[src/rtl/mult_const_pkg.sv]
`default_nettype none
// ============================================================================
//  Module      : mult_const_pkg
//  Description : Shared types and helpers for the sequential constant
//                multiplier (FSM states, digit count, per-digit product).
//  Revision    : 1.0 - initial release
// ============================================================================
package mult_const_pkg;

    typedef enum logic [1:0] {
        IDLE = 2'd0,
        BUSY = 2'd1,
        DONE = 2'd2
    } state_t;

    function automatic int num_digits(input int coef_width, input int bits_per_cycle);
        return coef_width / bits_per_cycle;
    endfunction

    // Product of the operand with one coefficient digit group. The group that
    // holds the coefficient MSB carries negative weight on its top bit.
    function automatic logic signed [63:0] partial_product(
        input logic signed [63:0] operand,
        input logic [3:0]         digit,
        input int                 bits,
        input logic               is_last
    );
        logic signed [63:0] weight;
        weight = $signed({60'd0, digit});
        if (is_last && digit[2'(bits - 1)]) begin
            weight = weight - (64'sd1 <<< bits);
        end
        return operand * weight;
    endfunction

endpackage
`default_nettype wire

[src/rtl/mult_coef_bank.sv]
`default_nettype none
// ============================================================================
//  Module      : mult_coef_bank
//  Description : NUM_COEFS x COEF_WIDTH coefficient register file with one
//                synchronous write port and one combinational read port.
//  Revision    : 1.0 - initial release
// ============================================================================
module mult_coef_bank #(
    parameter int COEF_WIDTH = 8,
    parameter int NUM_COEFS  = 4
) (
    input  logic                         clk,
    input  logic                         rst,
    input  logic                         i_we,
    input  logic [$clog2(NUM_COEFS)-1:0] i_waddr,
    input  logic [COEF_WIDTH-1:0]        i_wdata,
    input  logic [$clog2(NUM_COEFS)-1:0] i_raddr,
    output logic [COEF_WIDTH-1:0]        o_rdata
);

    localparam int c_ADDR_W = $clog2(NUM_COEFS);

    logic [COEF_WIDTH-1:0] r_mem [NUM_COEFS];
    logic                  w_wr_hit;
    logic                  w_rd_hit;

    // Only a non-power-of-two depth has unmapped addresses to guard against.
    generate
        if (NUM_COEFS == (2 ** c_ADDR_W)) begin : g_full_map
            assign w_wr_hit = i_we;
            assign w_rd_hit = 1'b1;
        end else begin : g_partial_map
            assign w_wr_hit = i_we && (int'(i_waddr) < NUM_COEFS);
            assign w_rd_hit = (int'(i_raddr) < NUM_COEFS);
        end
    endgenerate

    always_ff @(posedge clk) begin
        if (rst) begin
            for (int i = 0; i < NUM_COEFS; i++) begin
                r_mem[i] <= '0;
            end
        end else if (w_wr_hit) begin
            r_mem[i_waddr] <= i_wdata;
        end
    end

    assign o_rdata = w_rd_hit ? r_mem[i_raddr] : '0;

endmodule
`default_nettype wire

[src/rtl/mult_const_seq.sv]
`default_nettype none
// ============================================================================
//  Module      : mult_const_seq
//  Description : Iterative shift-add signed multiplier, BITS_PER_CYCLE
//                coefficient bits per cycle, coefficient from a runtime bank.
//  Revision    : 1.0 - initial release
// ============================================================================
module mult_const_seq
    import mult_const_pkg::*;
#(
    parameter int IN_WIDTH       = 7,
    parameter int COEF_WIDTH     = 8,
    parameter int BITS_PER_CYCLE = 2,
    parameter int NUM_COEFS      = 4,
    parameter int OUT_WIDTH      = IN_WIDTH + COEF_WIDTH
) (
    input  logic                         clk,
    input  logic                         rst,
    input  logic                         in_valid,
    output logic                         in_ready,
    input  logic [IN_WIDTH-1:0]          inp,
    input  logic [$clog2(NUM_COEFS)-1:0] sel,
    input  logic                         coef_we,
    input  logic [$clog2(NUM_COEFS)-1:0] coef_addr,
    input  logic [COEF_WIDTH-1:0]        coef_wdata,
    output logic                         out_valid,
    input  logic                         out_ready,
    output logic [OUT_WIDTH-1:0]         out
);

    localparam int                c_N     = num_digits(COEF_WIDTH, BITS_PER_CYCLE);
    localparam int                c_CNT_W = (c_N > 1) ? $clog2(c_N) : 1;
    localparam logic [c_CNT_W-1:0] c_LAST = c_CNT_W'(c_N - 1);

    state_t                       r_state;
    logic signed [IN_WIDTH-1:0]   r_inp;
    logic [COEF_WIDTH-1:0]        r_coef;
    logic signed [OUT_WIDTH-1:0]  r_acc;
    logic [c_CNT_W-1:0]           r_count;
    logic                         r_in_ready;
    logic                         r_out_valid;
    logic signed [OUT_WIDTH-1:0]  r_out;

    logic [COEF_WIDTH-1:0]        w_rd_coef;
    logic                         w_last;
    logic [3:0]                   w_digit;
    logic signed [63:0]           w_pp;
    logic signed [OUT_WIDTH-1:0]  w_acc_next;

    mult_coef_bank #(
        .COEF_WIDTH (COEF_WIDTH),
        .NUM_COEFS  (NUM_COEFS)
    ) u_bank (
        .clk     (clk),
        .rst     (rst),
        .i_we    (coef_we),
        .i_waddr (coef_addr),
        .i_wdata (coef_wdata),
        .i_raddr (sel),
        .o_rdata (w_rd_coef)
    );

    // r_coef shifts right each iteration, so the current digit is always at the bottom.
    // Accumulation wraps at OUT_WIDTH; the final sum always fits, so it is exact.
    always_comb begin
        w_last     = (r_count == c_LAST);
        w_digit    = 4'(r_coef[BITS_PER_CYCLE-1:0]);
        w_pp       = partial_product(64'(r_inp), w_digit, BITS_PER_CYCLE, w_last);
        w_acc_next = r_acc + OUT_WIDTH'(w_pp <<< (int'(r_count) * BITS_PER_CYCLE));
    end

    always_ff @(posedge clk) begin
        if (rst) begin
            r_state     <= IDLE;
            r_in_ready  <= 1'b1;
            r_out_valid <= 1'b0;
            r_out       <= '0;
            r_acc       <= '0;
            r_count     <= '0;
            r_inp       <= '0;
            r_coef      <= '0;
        end else begin
            case (r_state)
                IDLE: begin
                    if (in_valid && r_in_ready) begin
                        r_inp      <= inp;
                        r_coef     <= w_rd_coef;
                        r_acc      <= '0;
                        r_count    <= '0;
                        r_in_ready <= 1'b0;
                        r_state    <= BUSY;
                    end
                end
                BUSY: begin
                    r_acc   <= w_acc_next;
                    r_coef  <= r_coef >> BITS_PER_CYCLE;
                    r_count <= r_count + c_CNT_W'(1);
                    if (w_last) begin
                        r_out       <= w_acc_next;
                        r_out_valid <= 1'b1;
                        r_state     <= DONE;
                    end
                end
                DONE: begin
                    if (out_ready) begin
                        r_out_valid <= 1'b0;
                        r_in_ready  <= 1'b1;
                        r_state     <= IDLE;
                    end
                end
                default: begin
                    r_state     <= IDLE;
                    r_in_ready  <= 1'b1;
                    r_out_valid <= 1'b0;
                end
            endcase
        end
    end

    assign in_ready  = r_in_ready;
    assign out_valid = r_out_valid;
    assign out       = r_out;

endmodule
`default_nettype wire

[config.mk]
export PLATFORM = sky130hd
export DESIGN_NAME = mult_const_seq
export DESIGN_NICKNAME = d
export VERILOG_FILES = /design/src/rtl/mult_const_pkg.sv /design/src/rtl/mult_coef_bank.sv /design/src/rtl/mult_const_seq.sv
export SDC_FILE = /design/constraint.sdc
export NUM_CORES = 1
export LEC_CHECK = 0
export CORE_UTILIZATION = 60
export DETAILED_ROUTE_END_ITERATION = 8
export PLACE_DENSITY = 0.81
export SLEW_MARGIN = 20
export SYNTH_ARGS = -nofsm -noshare
export SYNTH_HDL_FRONTEND = slang
export SYNTH_SLANG_ARGS = --single-unit
[constraint.sdc]
create_clock -name clk -period 8.5 [get_ports clk]
set_input_delay 2.55 -clock clk [delete_from_list [all_inputs] [get_ports clk]]
set_output_delay 2.55 -clock clk [all_outputs]
set_load 0.02 [all_outputs]
==> run_results.csv, run 1 <==
group,metric,value,unit
grt,grt_pass1_vias,4402,
die,die_w,99.5,um
run_status,status,"complete, no violations",
place,numPortBuffers,40,
synthesis,async_reset_ff_share,0,%
setup_path,r2r-start,"r_count[0]",
sta,rsz0062_at_grt,"no",
finish,synthToLayoutAreaGrowth,11.5,%
cts,clockBufferDepth,2,
setup_path,r2r_cells,24,
setup_path,r2r_slack,1320,ps
die,die_area,9910,sq um
grt,grt_pass1_wl,20900,um
sta,finalWorstSetupSlack,1320,ps
finish,layout_commonest_cell,"nand2_1",
sta,setup_viol,0,
detailed_routing,wl_per_cell,16.4,um
die,num_io_pins,41,
setup_path,end_kind,"flop",
finish,design_area,6370,sq um
cts,clk_pin_slew,100,ps
cts,cts_buffers,9,
synthesis,syn_inst,615,
synthesis,ys.warnings.count,0,
run,drv_cap,0,
detailed_routing,avgViaCountPerCell,5.81,
cts,post_cts_buffers,0,
finish,mostFrequentLayoutCells,"nand2_1 (75), dfxtp_1 (51), a21oi_1 (49)",
setup_path,r2r_end,"out[14]",
setup_path,startpoint_type,"flop",
setup_path,critPathKind,"reg2reg",
finish,fin_util,68.9,%
power_and_ir_drop,p_leak,2.75,nW
place,hpwl,9380,um
finish,stdcell_count,774,
die,rows,35,
place,globalplace.congestion,0.980,
min_path,min_path_type,"reg2reg",
detailed_routing,wl,12700,um
sta,worstMarginPinSlew,1020,ps
sta,maxSlewViolCount,0,
setup_path,critPathCapture,"out[14]",
synthesis,yosysUniqueCellTypes,61,
synthesis,ys_ff_latch,83,
place,post_dp_cell_area,6180,sq um
die,die_h,99.5,um
detailed_routing,ant_nets,0,
sta,fin_crit_sh,84.4,%
place,dpl.cell_count,758,
detailed_routing,num_vias,4500,
sta,period_needed,7180,ps
synthesis,syn_avg_cell_area,9.28,sq um
cts,ctsResizeCount,0,
cts,cts_tree,"built",
detailed_routing,drt-initial-drc-count,316,
finish,nets,730,
power_and_ir_drop,power_density,137,nW/um^2
cts,numClockSinks,83,
power_and_ir_drop,peakVddDrop,115,uV
sta,max_freq,0.139,GHz
cts,h-tree-depth,3,
cts,clk_latency,360,ps
detailed_routing,dr.pass1.iters,5,
sta,hold-worst-slack,458,ps
synthesis,synth_flop_cell,"dfxtp_1",
die,core_area,9240,sq um
synthesis,syn_area,5710,sq um
cts,root_buffer,"clkbuf_8",
grt,antenna_found_initial,0,
sta,hold_viol,0,
setup_path,startpoint,"r_count[0]",
synthesis,synth_edf_count,32,
cts,ctsHoldBuffers,0,
grt,grt_max_degree,54,
die,start_util,61.8,%
grt,grtUsageTotal,27.1,%
place,pre_cts_ws,1400,ps
power_and_ir_drop,total_power,874,uW
setup_path,cp_max_fo,14,
sta,setup_tns,0,ps
setup_path,required,8790,ps
detailed_routing,post-route-drc-count,0,
grt,grt_overflow,0,
setup_path,arrival,7470,ps
synthesis,synth_fp_nets,705,
synthesis,yosysSeqAreaShare,34.7,%
finish,diodes,0,
sta,max-slew-margin-rel,31.9,%
sta,fin_worst_skew,17.9,ps
finish,drive_above_1_share,7.13,%
-- kinds of logic after synthesis --
logic type / Yosys count / synth area share, %
simple gates: 227 / 20.0
xor+xnor: 16 / 2.72
compound gates: 127 / 14.6
buf+inv: 77 / 5.13
mux: 19 / 5.15
fa+ha+maj: 66 / 17.8
flops: 83 / 34.7
-- cells in the mapped netlist, drive strengths merged (9+ instances only) --
| cell type | n | share of area, % |
|---|---|---|
| xnor2 | 10 | 1.5 |
| nand3 | 17 | 1.5 |
| dfxtp | 51 | 18 |
| o21ai | 14 | 1.2 |
| nand2 | 75 | 4.9 |
| a21oi | 49 | 4.3 |
| and3 | 9 | 1.0 |
| fa | 25 | 8.8 |
| nor3 | 9 | 0.79 |
| and2 | 42 | 4.6 |
| inv | 48 | 3.2 |
| a22oi | 9 | 1.2 |
| nor2 | 35 | 2.3 |
| a21o | 10 | 1.3 |
| ha | 41 | 9.0 |
| edfxtp | 32 | 17 |
| clkbuf | 22 | 1.4 |
-- cell type report --
type                    instances  area [sq um]
repair buffers                 43           418
clock buffers                   9           124
clock inverters                 7          68.8
multi-input cells             455          3430
inverters                      48           180
flip-flops and latches         83          1980
well taps                     129           161
fillers                       742          2870
-- worst max-delay path, stage by stage (launching register included) --
cell and delay (ps):
dfxtp_1 470, ha_1 410, and3_1 270, fa_1 660
inv_1 130, fa_1 560, inv_1 60, fa_1 530
inv_1 60, fa_1 530, inv_1 40, ha_1 310
a21oi_1 220, o21ai_0 180, o31ai_1 390, xnor2_1 200
mux2i_1 120, o21ai_0 200, ha_1 330, a21o_1 200
a31o_2 240, a31o_2 230, a31oi_1 230, xor3_1 390
a21oi_1 150
-- registers in the layout, indices dropped and copies added (netlist names) --
name / count
out_valid: 1
r_state: 2
u_bank.r_mem: 32
in_ready: 1
r_coef: 8
r_count: 2
r_inp: 7
out: 15
r_acc: 15
-- where the power goes --
group / switching (mW) / leakage [nW] / internal, mW
sequential: 0.0135 / 0.726 / 0.434
clock: 0.165 / 0.0915 / 0.114
combinational: 0.0871 / 1.93 / 0.0611
total: 0.266 / 2.75 / 0.608
-- worst min-delay path by stage --
stage / slack (ps) / depth (start not counted) / start / to
CTS: 460 / 2 / out[3] / out[3]
global placement: 440 / 2 / out[4] / out[4]
floorplan: 440 / 2 / r_acc[10] / r_acc[10]
detailed placement: 450 / 2 / out[3] / out[3]
global route: 480 / 2 / out[3] / out[3]
finish: 460 / 2 / out[3] / out[3]
-- layer usage --
metal	global-route usage, %	vias to the layer above	routed length [um]
met1	37.1	2127	5800
met4	9.28	0	219
met2	45.0	149	6040
met3	3.16	20	644
met5	0	-	0
li1	-	2204	-
No activity file was read; power rests on OpenSTA's default activity.
==> run 2, diff against run 1 <==
clock period = 6.65 ns   (was 8.5 ns; I/O delays follow)
==> run 2 against run 1 <==
Sequential share of layout area shrank 0.72 points. Sequential cell count is the same. Fmax up 11%. Non-clock buffer count up 8. Die area stayed put. Clock power increased by 32%. Wire length up 1.3%. First-iteration DRC count decreased by 23%. Via count rose by 0.84%. Critical path depth stayed put. Setup slack worse by 1100 ps. Largest power group unchanged.
==> run_results.csv, run 2 (synthesis gave the netlist of run 1 again) <==
group,metric,value,unit
die,die_h,99.5,um
detailed_routing,num_vias,4538,
detailed_routing,wl_per_cell,16.5,um
grt,grt_overflow,0,
min_path,min_path_type,"reg2reg",
cts,root_buffer,"clkbuf_8",
finish,mostFrequentLayoutCells,"nand2_1 (75), dfxtp_1 (51), a21oi_1 (47)",
place,pre_cts_ws,-58.0,ps
setup_path,startpoint_type,"flop",
detailed_routing,wl,12900,um
detailed_routing,drt-initial-drc-count,243,
finish,design_area,6520,sq um
finish,largest_register,"u_bank.r_mem",
power_and_ir_drop,peakVddDrop,167,uV
power_and_ir_drop,power_density,175,nW/um^2
setup_path,r2r_slack,190,ps
finish,drive_above_1_share,10.7,%
sta,period_needed,6460,ps
cts,clockBufferDepth,2,
detailed_routing,post-route-drc-count,0,
min_path,min_delay_path_depth,2,
cts,h-tree-depth,3,
sta,maxSlewViolCount,0,
sta,worstMarginPinSlew,975,ps
setup_path,arrival,6700,ps
place,globalplace.congestion,0.933,
finish,nFillCells,701,
cts,ctsHoldBuffers,0,
min_path,hold_path_end,"out[3]",
power_and_ir_drop,p_leak,2.79,nW
sta,max_freq,0.155,GHz
grt,grt_pass1_wl,20900,um
sta,setup_viol,0,
sta,setup_tns,0,ps
setup_path,required,6890,ps
setup_path,r2r_end,"r_acc[14]",
min_path,min_from,"out[3]",
setup_path,startpoint,"r_count[0]",
cts,cts_buffers,9,
die,start_util,61.8,%
setup_path,critPathKind,"reg2reg",
cts,numClockSinks,83,
finish,diodes,0,
grt,grt_max_degree,54,
detailed_routing,ant_nets,0,
grt,grtUsageTotal,26.6,%
sta,max-slew-margin-rel,35.0,%
setup_path,r2r_cells,24,
cts,cts_tree,"built",
die,die_w,99.5,um
place,numPortBuffers,40,
setup_path,cp_max_fo,7,
die,core_area,9240,sq um
setup_path,r2r-start,"r_count[0]",
cts,clk_pin_slew,100,ps
run,drv_cap,0,
sta,fin_worst_skew,12.2,ps
sta,finalWorstSetupSlack,188,ps
grt,grt_pass1_vias,4402,
sta,hold-worst-slack,457,ps
run_status,status,"complete, no violations",
die,num_io_pins,41,
finish,nets,738,
place,post_dp_cell_area,6210,sq um
place,hpwl,9460,um
detailed_routing,avgViaCountPerCell,5.80,
die,die_area,9910,sq um
sta,fin_crit_sh,97.2,%
finish,synthToLayoutAreaGrowth,14.2,%
sta,hold_viol,0,
detailed_routing,dr.pass1.iters,5,
finish,layout_commonest_cell,"nand2_1",
die,rows,35,
finish,largest_register_ffs,32,
cts,clk_latency,360,ps
grt,antenna_found_initial,0,
setup_path,end_kind,"flop",
[run 2: cell type report]
type	instances	area [sq um]	share of cell area (%)
Clock buffer	9	124	1.90
Timing Repair Buffer	51	478	7.33
Clock inverter	7	71.3	1.09
Tap cell	129	161	2.48
Inverter	48	180	2.76
Multi-Input combinational cell	455	3520	54.0
Sequential cell	83	1980	30.4
[run 2: worst max-delay path: stages (launching register included)]
cell and delay (ps):
dfxtp_1 350, ha_4 190, and3_2 250, fa_2 630, inv_2 70, fa_1 540, inv_1 60, fa_1 530
inv_1 60, fa_1 550, inv_1 50, ha_1 310, o21ai_0 110, nor2_2 230, o31ai_4 100, xnor2_2 170
mux2_2 300, o21a_1 220, ha_4 180, a21o_1 200, a31o_2 270, or4_1 520, nand4_1 130, nor3_1 60
a221o_1 270
[run 2: power breakdown]
group          switching, mW  total (mW)  internal, mW
registers             0.0157       0.570         0.554
logic                  0.117       0.202        0.0850
clock network          0.218       0.367         0.150
[run 2: worst max-delay path by stage]
stage	to	cells after the start
5_1_grt	r_acc[14]	24
4_1_cts	r_acc[14]	24
3_3_place_gp	r_acc[14]	24
3_5_place_dp	r_acc[14]	24
2_1_floorplan	r_acc[14]	25
6_report	r_acc[14]	24
[run 2: what timing repair did]
action | in CTS | in global routing
setup buffers | 0 | 3
pin swaps | 0 | 10
setup endpoints to repair | 1 | 9
gates resized for setup | 2 | 20
[run 2: per-layer routing]
layer / share of wire (%) / routed length [um] / global-route usage, %
met2: 49 / 6370 / 44.7
met3: 4.7 / 601 / 4.15
met5: 0 / 0 / 0
met1: 45 / 5810 / 36.8
met4: 0.71 / 91 / 4.86
[run 2: metrics by stage]
stage               utilization [%]  std cells  power, mW
global placement               67.2        763      0.766
CTS                            69.4        779       1.13
global route                   70.5        782       1.18
finish                         70.5        782       1.14
detailed placement             67.2        763      0.773
floorplan                         -        615      0.711
==> run 3, diff against run 2 <==
SKIP_CTS_REPAIR_TIMING = 1   (was default)
==> run 3 against run 2 <==
Clock power barely moved. First-iteration DRC count decreased by 12%. Via count is 0.37% lower. Cell count is the same. Die area stayed put. Sequential share of layout area barely moved.
==> run_results.csv, run 3 (synthesis gave the netlist of run 1 again) <==
group,metric,value,unit
run,drv_cap,0,
cts,clk_pin_slew,100,ps
place,pre_cts_ws,-58.0,ps
sta,worstMarginPinSlew,967,ps
detailed_routing,wl,12800,um
setup_path,r2r-start,"r_count[1]",
detailed_routing,wl_per_cell,16.4,um
grt,antenna_found_initial,0,
power_and_ir_drop,total_power,1.14,mW
die,die_area,9910,sq um
finish,layout_commonest_cell,"nand2_1",
power_and_ir_drop,power_density,175,nW/um^2
detailed_routing,drt-initial-drc-count,215,
sta,hold_viol,0,
sta,max-slew-margin-rel,35.5,%
grt,grt_max_degree,54,
setup_path,required,6890,ps
power_and_ir_drop,p_leak,2.79,nW
setup_path,r2r_cells,24,
cts,cts_buffers,9,
setup_path,end_kind,"flop",
cts,h-tree-depth,3,
die,num_io_pins,41,
grt,grtUsageTotal,26.6,%
sta,finalWorstSetupSlack,243,ps
setup_path,r2r_slack,240,ps
grt,grt_overflow,0,
min_path,min_path_type,"reg2reg",
grt,grt_pass1_wl,20900,um
sta,max_freq,0.156,GHz
cts,clockBufferDepth,2,
finish,nets,738,
finish,synthToLayoutAreaGrowth,14.1,%
cts,root_buffer,"clkbuf_8",
run_status,status,"complete, no violations",
detailed_routing,num_vias,4521,
setup_path,startpoint_type,"flop",
finish,seq_area,1980,sq um
die,rows,35,
sta,period_needed,6410,ps
setup_path,arrival,6650,ps
finish,mostFrequentLayoutCells,"nand2_1 (75), dfxtp_1 (51), a21oi_1 (47)",
setup_path,critPathCapture,"r_acc[14]",
setup_path,critPathKind,"reg2reg",
finish,drive_above_1_share,10.6,%
cts,cts_tree,"built",
detailed_routing,avgViaCountPerCell,5.78,
power_and_ir_drop,peakVddDrop,167,uV
grt,met3_usage,4.15,%
sta,fin_worst_skew,9.89,ps
finish,diodes,0,
cts,clk_latency,360,ps
setup_path,cp_max_fo,7,
grt,grt_pass1_vias,4407,
sta,fin_crit_sh,96.3,%
die,start_util,61.8,%
setup_path,startpoint,"r_count[1]",
grt,grt.busiest_layer,"met2",
cts,numClockSinks,83,
grt,globalRouteMet2Util,44.7,%
sta,setup_viol,0,
place,globalplace.congestion,0.933,
setup_path,r2r_end,"r_acc[14]",
finish,largest_register_ffs,32,
die,die_w,99.5,um
detailed_routing,post-route-drc-count,0,
die,die_h,99.5,um
die,core_area,9240,sq um
finish,multiInputGateArea,3520,sq um
sta,hold-worst-slack,457,ps
place,hpwl,9460,um
grt,grt_util_met1,36.8,%
finish,nFillCells,702,
sta,maxSlewViolCount,0,
place,numPortBuffers,40,
finish,largest_register,"u_bank.r_mem",
detailed_routing,dr.pass1.iters,7,
detailed_routing,ant_nets,0,
==> run 3: stage by stage <==
stage / TNS, ps / instance area (sq um) / utilization (%) / instances
floorplan: 0 / 5710 / - / 615
global placement: 0 / 6210 / 67.2 / 763
detailed placement: -58.0 / 6210 / 67.2 / 763
CTS: -71.8 / 6410 / 69.4 / 779
global route: -22.3 / 6510 / 70.5 / 782
finish: 0 / 6510 / 70.5 / 782
==> run 3: per-layer routing <==
layer / share of wire (%) / up-vias
li1: - / 2221
met2: 49 / 118
met5: 0 / -
met3: 5.0 / 8
met4: 0.65 / 0
met1: 45 / 2174
==> run 3: report_power, final <==
part	switching [mW]	leakage [nW]	internal (mW)
Sequential	0.0157	0.726	0.554
Combinational	0.116	1.96	0.0849
Clock	0.217	0.102	0.150
==> run 3: worst max-delay path, stage by stage (launching register included) <==
cell and delay [ps]:
dfxtp_1 350, ha_4 190, and3_2 250, fa_2 630, inv_2 70, fa_1 540
inv_1 60, fa_1 530, inv_1 60, fa_1 550, inv_1 50, ha_1 310
o21ai_0 110, nor2_2 210, o31ai_4 100, xnor2_2 170, mux2_2 300, o21a_1 220
ha_4 170, a21o_1 180, a31o_2 270, or4_1 510, nand4_1 130, nor3_1 60
a221o_1 270
==> run 3: worst min-delay path by stage <==
| stage | cells past startpoint | start | end | slack, ps |
|---|---|---|---|---|
| global route | 2 | r_acc[10] | r_acc[10] | 490 |
| global placement | 2 | out[4] | out[4] | 440 |
| finish | 2 | out[3] | out[3] | 460 |
| CTS | 2 | out[3] | out[3] | 460 |
| floorplan | 2 | r_acc[10] | r_acc[10] | 440 |
| detailed placement | 2 | out[3] | out[3] | 450 |
==> run 3: layout make-up <==
cell class	count	share of cell area, %
clock buffers	9	1.90
clock inverters	7	1.09
well taps	129	2.48
inverters	48	2.77
multi-input cells	455	54.0
flip-flops and latches	83	30.4
repair buffers	51	7.34
